## src/rtl/tiny_dnn_regfile.sv

```systemverilog
// tiny_dnn_regfile: AXI4-Lite slave register file for the tiny-dnn accelerator.
// Register 0 is control/status and registers 1..NREG-1 are 32-bit config words.
// Handshake rule on every AXI channel: a beat transfers on a rising clock edge
// where VALID and READY are both high. A VALID, once raised by this block
// (BVALID/RVALID), stays high with stable payload until the matching READY.
// The READY outputs are decoded from the FSM state, and ARREADY also looks at
// AWVALID/WVALID. Because of that, a write offered in the same cycle as a read
// always goes first.
module tiny_dnn_regfile #(
  parameter int NREG = 16,
  parameter int AW   = 10
) (
  input  logic                     S_AXI_ACLK,
  input  logic                     S_AXI_ARESET,
  input  logic [AW-1:0]            S_AXI_AWADDR,
  input  logic                     S_AXI_AWVALID,
  output logic                     S_AXI_AWREADY,
  input  logic [31:0]              S_AXI_WDATA,
  input  logic [3:0]               S_AXI_WSTRB,
  input  logic                     S_AXI_WVALID,
  output logic                     S_AXI_WREADY,
  output logic [1:0]               S_AXI_BRESP,
  output logic                     S_AXI_BVALID,
  input  logic                     S_AXI_BREADY,
  input  logic [AW-1:0]            S_AXI_ARADDR,
  input  logic                     S_AXI_ARVALID,
  output logic                     S_AXI_ARREADY,
  output logic [31:0]              S_AXI_RDATA,
  output logic [1:0]               S_AXI_RRESP,
  output logic                     S_AXI_RVALID,
  input  logic                     S_AXI_RREADY,
  input  logic                     src_ready,
  input  logic                     busy_i,
  input  logic                     done_i,
  output logic                     start_o,
  output logic [7:0]               mode_o,
  output logic                     irq_o,
  output logic [32*(NREG-1)-1:0]   cfg_o,
  output logic [2:0]               dbg_state_o
);

  localparam int          IW     = AW - 2;
  localparam logic [31:0] NREG_U = 32'(NREG);
  localparam logic [1:0]  RESP_OKAY   = 2'b00;
  localparam logic [1:0]  RESP_SLVERR = 2'b10;

  typedef enum logic [2:0] {
    IDLE    = 3'd0,
    WAIT_W  = 3'd1,
    WAIT_AW = 3'd2,
    COMMIT  = 3'd3,
    BRESP   = 3'd4,
    RRESP   = 3'd5
  } state_t;

  state_t state_q, state_d;

  logic [IW-1:0] widx_q;
  logic [31:0]   wdata_q;
  logic [3:0]    wstrb_q;
  logic [31:0]   cfg_q [1:NREG-1];
  logic          irq_en_q, done_q, start_q, irq_q;
  logic [7:0]    mode_q;
  logic [31:0]   rdata_q;
  logic [1:0]    rresp_q, bresp_q;

  logic          aw_hs, w_hs, ar_hs, commit;
  logic          w_in_range, r_in_range, w_reg0, done_clr;
  logic [31:0]   widx32, ridx32;
  logic [31:0]   reg0_rd, rd_mux;
  logic          unused_addr_bits;

  // The two low address bits only select a byte inside a word.
  assign unused_addr_bits = ^{S_AXI_AWADDR[1:0], S_AXI_ARADDR[1:0]};

  assign S_AXI_AWREADY = (state_q == IDLE) || (state_q == WAIT_AW);
  assign S_AXI_WREADY  = (state_q == IDLE) || (state_q == WAIT_W);
  assign S_AXI_ARREADY = (state_q == IDLE) && !S_AXI_AWVALID && !S_AXI_WVALID;

  assign aw_hs  = S_AXI_AWVALID && S_AXI_AWREADY;
  assign w_hs   = S_AXI_WVALID && S_AXI_WREADY;
  assign ar_hs  = S_AXI_ARVALID && S_AXI_ARREADY;
  assign commit = (state_q == COMMIT);

  assign widx32     = {{(32-IW){1'b0}}, widx_q};
  assign ridx32     = {{(32-IW){1'b0}}, S_AXI_ARADDR[AW-1:2]};
  assign w_in_range = (widx32 < NREG_U);
  assign r_in_range = (ridx32 < NREG_U);
  assign w_reg0     = commit && (widx32 == 32'd0);
  assign done_clr   = w_reg0 && wstrb_q[0] && wdata_q[2];

  assign reg0_rd = {src_ready, 15'b0, mode_q, 4'b0, busy_i, done_q, irq_en_q, 1'b0};

  // State register.
  always_ff @(posedge S_AXI_ACLK) begin
    if (S_AXI_ARESET) state_q <= IDLE;
    else              state_q <= state_d;
  end

  // Next-state logic: writes take priority over reads when leaving IDLE.
  always_comb begin
    state_d = state_q;
    unique case (state_q)
      IDLE: begin
        if (S_AXI_AWVALID && S_AXI_WVALID) state_d = COMMIT;
        else if (S_AXI_AWVALID)            state_d = WAIT_W;
        else if (S_AXI_WVALID)             state_d = WAIT_AW;
        else if (S_AXI_ARVALID)            state_d = RRESP;
      end
      WAIT_W:  if (S_AXI_WVALID)  state_d = COMMIT;
      WAIT_AW: if (S_AXI_AWVALID) state_d = COMMIT;
      COMMIT:  state_d = BRESP;
      BRESP:   if (S_AXI_BREADY)  state_d = IDLE;
      RRESP:   if (S_AXI_RREADY)  state_d = IDLE;
      default: state_d = IDLE;
    endcase
  end

  // Hold the write address index and data until both halves have arrived.
  always_ff @(posedge S_AXI_ACLK) begin
    if (S_AXI_ARESET) begin
      widx_q  <= '0;
      wdata_q <= '0;
      wstrb_q <= '0;
    end else begin
      if (aw_hs) widx_q <= S_AXI_AWADDR[AW-1:2];
      if (w_hs) begin
        wdata_q <= S_AXI_WDATA;
        wstrb_q <= S_AXI_WSTRB;
      end
    end
  end

  // Register file update at the end of COMMIT, plus the start/done/irq side effects.
  always_ff @(posedge S_AXI_ACLK) begin
    if (S_AXI_ARESET) begin
      for (int k = 1; k < NREG; k++) cfg_q[k] <= '0;
      irq_en_q <= 1'b0;
      mode_q   <= '0;
      done_q   <= 1'b0;
      start_q  <= 1'b0;
      irq_q    <= 1'b0;
      bresp_q  <= RESP_OKAY;
    end else begin
      // A start request while the accelerator is busy is silently dropped.
      start_q <= w_reg0 && wstrb_q[0] && wdata_q[0] && !busy_i;
      irq_q   <= done_q && irq_en_q;
      // A completion arriving in the same cycle as a clear must not be lost.
      if (done_i)        done_q <= 1'b1;
      else if (done_clr) done_q <= 1'b0;
      if (w_reg0 && wstrb_q[0]) irq_en_q <= wdata_q[1];
      if (w_reg0 && wstrb_q[1]) mode_q   <= wdata_q[15:8];
      for (int k = 1; k < NREG; k++) begin
        if (commit && (widx32 == 32'(k))) begin
          for (int b = 0; b < 4; b++) begin
            if (wstrb_q[b]) cfg_q[k][8*b +: 8] <= wdata_q[8*b +: 8];
          end
        end
      end
      if (commit) bresp_q <= w_in_range ? RESP_OKAY : RESP_SLVERR;
    end
  end

  // Read mux over the register file, indexed straight from ARADDR.
  always_comb begin
    rd_mux = '0;
    if (ridx32 == 32'd0) rd_mux = reg0_rd;
    for (int k = 1; k < NREG; k++) begin
      if (ridx32 == 32'(k)) rd_mux = cfg_q[k];
    end
  end

  // Read data and response are captured when AR is accepted and held through RRESP.
  always_ff @(posedge S_AXI_ACLK) begin
    if (S_AXI_ARESET) begin
      rdata_q <= '0;
      rresp_q <= RESP_OKAY;
    end else if (ar_hs) begin
      rdata_q <= r_in_range ? rd_mux : 32'h0;
      rresp_q <= r_in_range ? RESP_OKAY : RESP_SLVERR;
    end
  end

  // Flatten config registers: register k occupies bits [32k-1:32(k-1)].
  always_comb begin
    cfg_o = '0;
    for (int k = 1; k < NREG; k++) cfg_o[32*(k-1) +: 32] = cfg_q[k];
  end

  assign S_AXI_BVALID = (state_q == BRESP);
  assign S_AXI_BRESP  = bresp_q;
  assign S_AXI_RVALID = (state_q == RRESP);
  assign S_AXI_RDATA  = rdata_q;
  assign S_AXI_RRESP  = rresp_q;
  assign start_o      = start_q;
  assign irq_o        = irq_q;
  assign mode_o       = mode_q;
  assign dbg_state_o  = state_q;

endmodule

```

## config.mk

```make
export PLATFORM = sky130hd
export DESIGN_NAME = tiny_dnn_regfile
export DESIGN_NICKNAME = d
export VERILOG_FILES = /design/src/rtl/tiny_dnn_regfile.sv
export SDC_FILE = /design/constraint.sdc
export NUM_CORES = 1
export LEC_CHECK = 0
export ABC_CLOCK_PERIOD_IN_PS = 2500
export BUFFER_PORTS_ARGS = -buffer_cell sky130_fd_sc_hd__buf_4
export CAP_MARGIN = 20
export CORE_ASPECT_RATIO = 1.4
export CORE_MARGIN = 2
export CORE_UTILIZATION = 30
export DETAILED_ROUTE_END_ITERATION = 7
export GPL_TIMING_DRIVEN = 0
export HOLD_SLACK_MARGIN = 0.08
export SYNTH_ARGS = -nofsm -noshare
export SYNTH_HDL_FRONTEND = slang
export SYNTH_SLANG_ARGS = --single-unit
```

## constraint.sdc

```tcl
create_clock -name S_AXI_ACLK -period 2.5 [get_ports S_AXI_ACLK]
set_input_delay 0.25 -clock S_AXI_ACLK [delete_from_list [all_inputs] [get_ports S_AXI_ACLK]]
set_output_delay 0.25 -clock S_AXI_ACLK [all_outputs]
set_load 0.03 [all_outputs]
```

==> out/qor.txt <==
status: finished, violations left
failing checks: DRC, setup timing
Die Wd: 257 microns
Post-Synth Adder-Cell Area: 0
final cell count without fillers: 4,296
EDFF count, synth: 480
Slew Limit Fails: 0
All-Layer GR Usage: 0.339
HP Class: primary input to register
Max VDD drop: 0.538 mV
Worst-Skew Late Latency: 0.67 ns
synthesized area: 26,800 sq um
Synth Area per Inst: 11.5 sq um
Critical Path AT: 3.30 ns
clk root buf: clkbuf_16
final worst-path setup slack: -0.193 ns
RSZ-0062 raised after global routing: yes
Max Freq: 371 MHz
Overflow after GRT: 0
share of layout cells above drive strength 1: 0.317
DIE HEIGHT: 358 microns
most frequent cells in the layout: 614 x buf_4, 480 x edfxtp_1, 369 x and2_1, 170 x nand2_1, 114 x a21oi_1
largest net degree at the start of global routing: 15
Syn-to-layout area delta: 35.1%
row count: 129
max cap viols: 0
delay-heaviest family, CP: buffers and inverters
# H-tree levels: 2
clk_skew: 0.0273 ns
Routed Antenna Nets: 0
CTS buffer count: 59
yosys warns: 0
clk buf depth: 3
global-route wire length before repair: 211,000 microns
pwr/cell area: 673 nW/um^2
Layout Nets: 3,131
Routed wire per std cell: 37.5 microns
TritonRoute pass-1 iters: 8
CP max-delay cell: buf_2
CP max stage delay: 0.48 ns
Tmin final: 2.69 ns
via count: 24.9k
Top FF cell, synth: edfxtp_1
Final Hold Fails: 0
mux cell area share after synthesis: 0.0336
crit path buf inv count: 5
Clock transition at path regs: 0.06 ns
worst hold slack: 0.0944 ns
Final HPWL DP: 129,000 microns
maximum fanout along the worst path: 10
Async SR Flop Fraction: 0
final setup fails: 38
Critical Path Start Type: primary input
Most common cell on crit path: buf_4
Initial Util: 0.303
leakage power: 14.4 nW
largest family of logic cells by synthesized area: simple AND/OR/NAND/NOR gates
placed insts: 4,120
WP data required: 3.10 ns
gp weighted congestion: 1.05
most common cell after layout, fill and taps aside: buf_4
dpl cell area: 32,900 sq um
initial antenna violation count: 6
initial DRC count: 3,224
CTS sink count: 573
Tcrit/Tclk final: 1.08
WL final: 161,000 microns
simple-gate area share of the yosys netlist: 0.184
PortBufs: 591
Worst Max-Slew Pin Slew: 1.30 ns
I/O Pins: 600
Distinct cells, synth: 76
vias per inst: 5.80
XOR/XNOR share of the synthesized area: 0.000326
complex-gate fraction of the synthesized area: 0.144
post-synthesis sequential element count: 573
detailed-route DRC error count: 4
critical path, cell by cell: buf_4 -> buf_2 -> buf_4 -> buf_2 -> buf_4 -> a22oi_1 -> o32ai_1 -> o21ai_0 -> a21oi_1 -> o21a_1
full die area: 91,900 sq um
register area share after synthesis: 0.606
Worst Setup End Kind: register
Slew headroom: 0.132
Post-Place Setup Slack: -1.71 ns
core area: 88,400 sq um
Post-Syn Instances: 2,341
Filler cells: 8,768
Setup Crit Path Kind: primary input to register
design area: 36,300 sq um
vias in the first global route: 23.9k
CTS tree: done
==> cell type report <==
class / instances / area [sq um] / area share
Antenna cell: 3 / 7.51 / 0.000207
Buffer: 190 / 952 / 0.0263
Clock buffer: 75 / 1610 / 0.0444
Clock inverter: 35 / 327 / 0.00901
Inverter: 12 / 46.3 / 0.00128
Multi-Input combinational cell: 1563 / 10300 / 0.285
Sequential cell: 573 / 16300 / 0.449
Tap cell: 1179 / 1480 / 0.0407
Timing Repair Buffer: 666 / 5210 / 0.144
==> worst register-to-register path, cell delays in order, from the launching register on <==
cell and delay, ns:
dfxtp_4 0.35, or4_4 0.51, or3_4 0.43, buf_12 0.17
a222oi_1 0.46, o21ai_1 0.18, nor4_2 0.28, nor3_1 0.09
==> path summary, 6_finish.rpt <==
kind	startpoint	end	slack (ns)	cells after the start
max	S_AXI_ARADDR[2]	S_AXI_RDATA[27]	-0.19	10
min	S_AXI_WVALID	dbg_state_o[1]	0.09	3
max reg2reg	dbg_state_o[0]	S_AXI_RDATA[23]	-0.11	7
min reg2reg	S_AXI_RRESP[1]	S_AXI_RRESP[1]	0.48	2
==> state kept, by name, indices dropped and copies added (netlist names) <==
register / cells
cfg_q: 480
S_AXI_RDATA: 32
wdata_q: 32
mode_o: 8
widx_q: 8
wstrb_q: 4
dbg_state_o: 3
S_AXI_BRESP: 1
S_AXI_RRESP: 1
done_q: 1
irq_en_q: 1
irq_o: 1
start_o: 1
==> cells by family after synthesis <==
logic type | after synthesis
XOR/XNOR | 1
buffers and inverters | 206
AND/OR/NAND/NOR | 923
AO/OA/AOI/OAI | 560
multiplexers | 77
flip-flops | 573
other | 1
==> timing repair <==
action,in CTS,in global routing
buffers inserted,15,2
gates resized for setup,180,123
endpoints found under the hold margin,47,0
endpoints found under the setup margin,900,770
hold buffers,47,0
pin swaps,10,7
==> layer usage <==
layer	global-route usage	wire length (microns)	part of all wire	up-vias
met5	0	35	0.00022	-
met4	0.256	14300	0.089	6
met3	0.111	17400	0.11	545
met2	0.533	72900	0.45	1938
met1	0.383	56600	0.35	12300
li1	-	-	-	10100
==> report_power, final <==
group | switching (mW) | internal (mW)
Sequential | 0.534 | 10.7
Clock | 4.13 | 5.16
Combinational | 2.76 | 1.11
Total | 7.42 | 17.0
==> metrics by stage <==
step | TNS [ns] | util | power (mW)
floorplan | 0 | - | 13.0
global placement | -398.00 | 0.370 | 14.9
global route | -1.01 | 0.410 | 24.8
finish | -1.40 | 0.410 | 24.4
CTS | -17.65 | 0.405 | 24.1
detailed placement | -401.30 | 0.372 | 14.9
==> synth_stat cells (all sizes together), types with 17 or more instances <==
library cell  number  area share
and2             369       0.086
o221ai            24      0.0078
a221oi            27      0.0088
clkbuf           149       0.021
o21a              17      0.0048
nand3             26      0.0048
dfxtp             93       0.069
o21ai            103       0.019
buf               45      0.0091
and3             108       0.025
a21oi            114       0.021
o22ai             30      0.0070
edfxtp           480        0.54
nand2            182       0.025
mux2i             44       0.016
a21o              62       0.017
nor2             164       0.024
mux2              25       0.010
a22oi             56       0.016
Power figures use the tool's default switching activity.
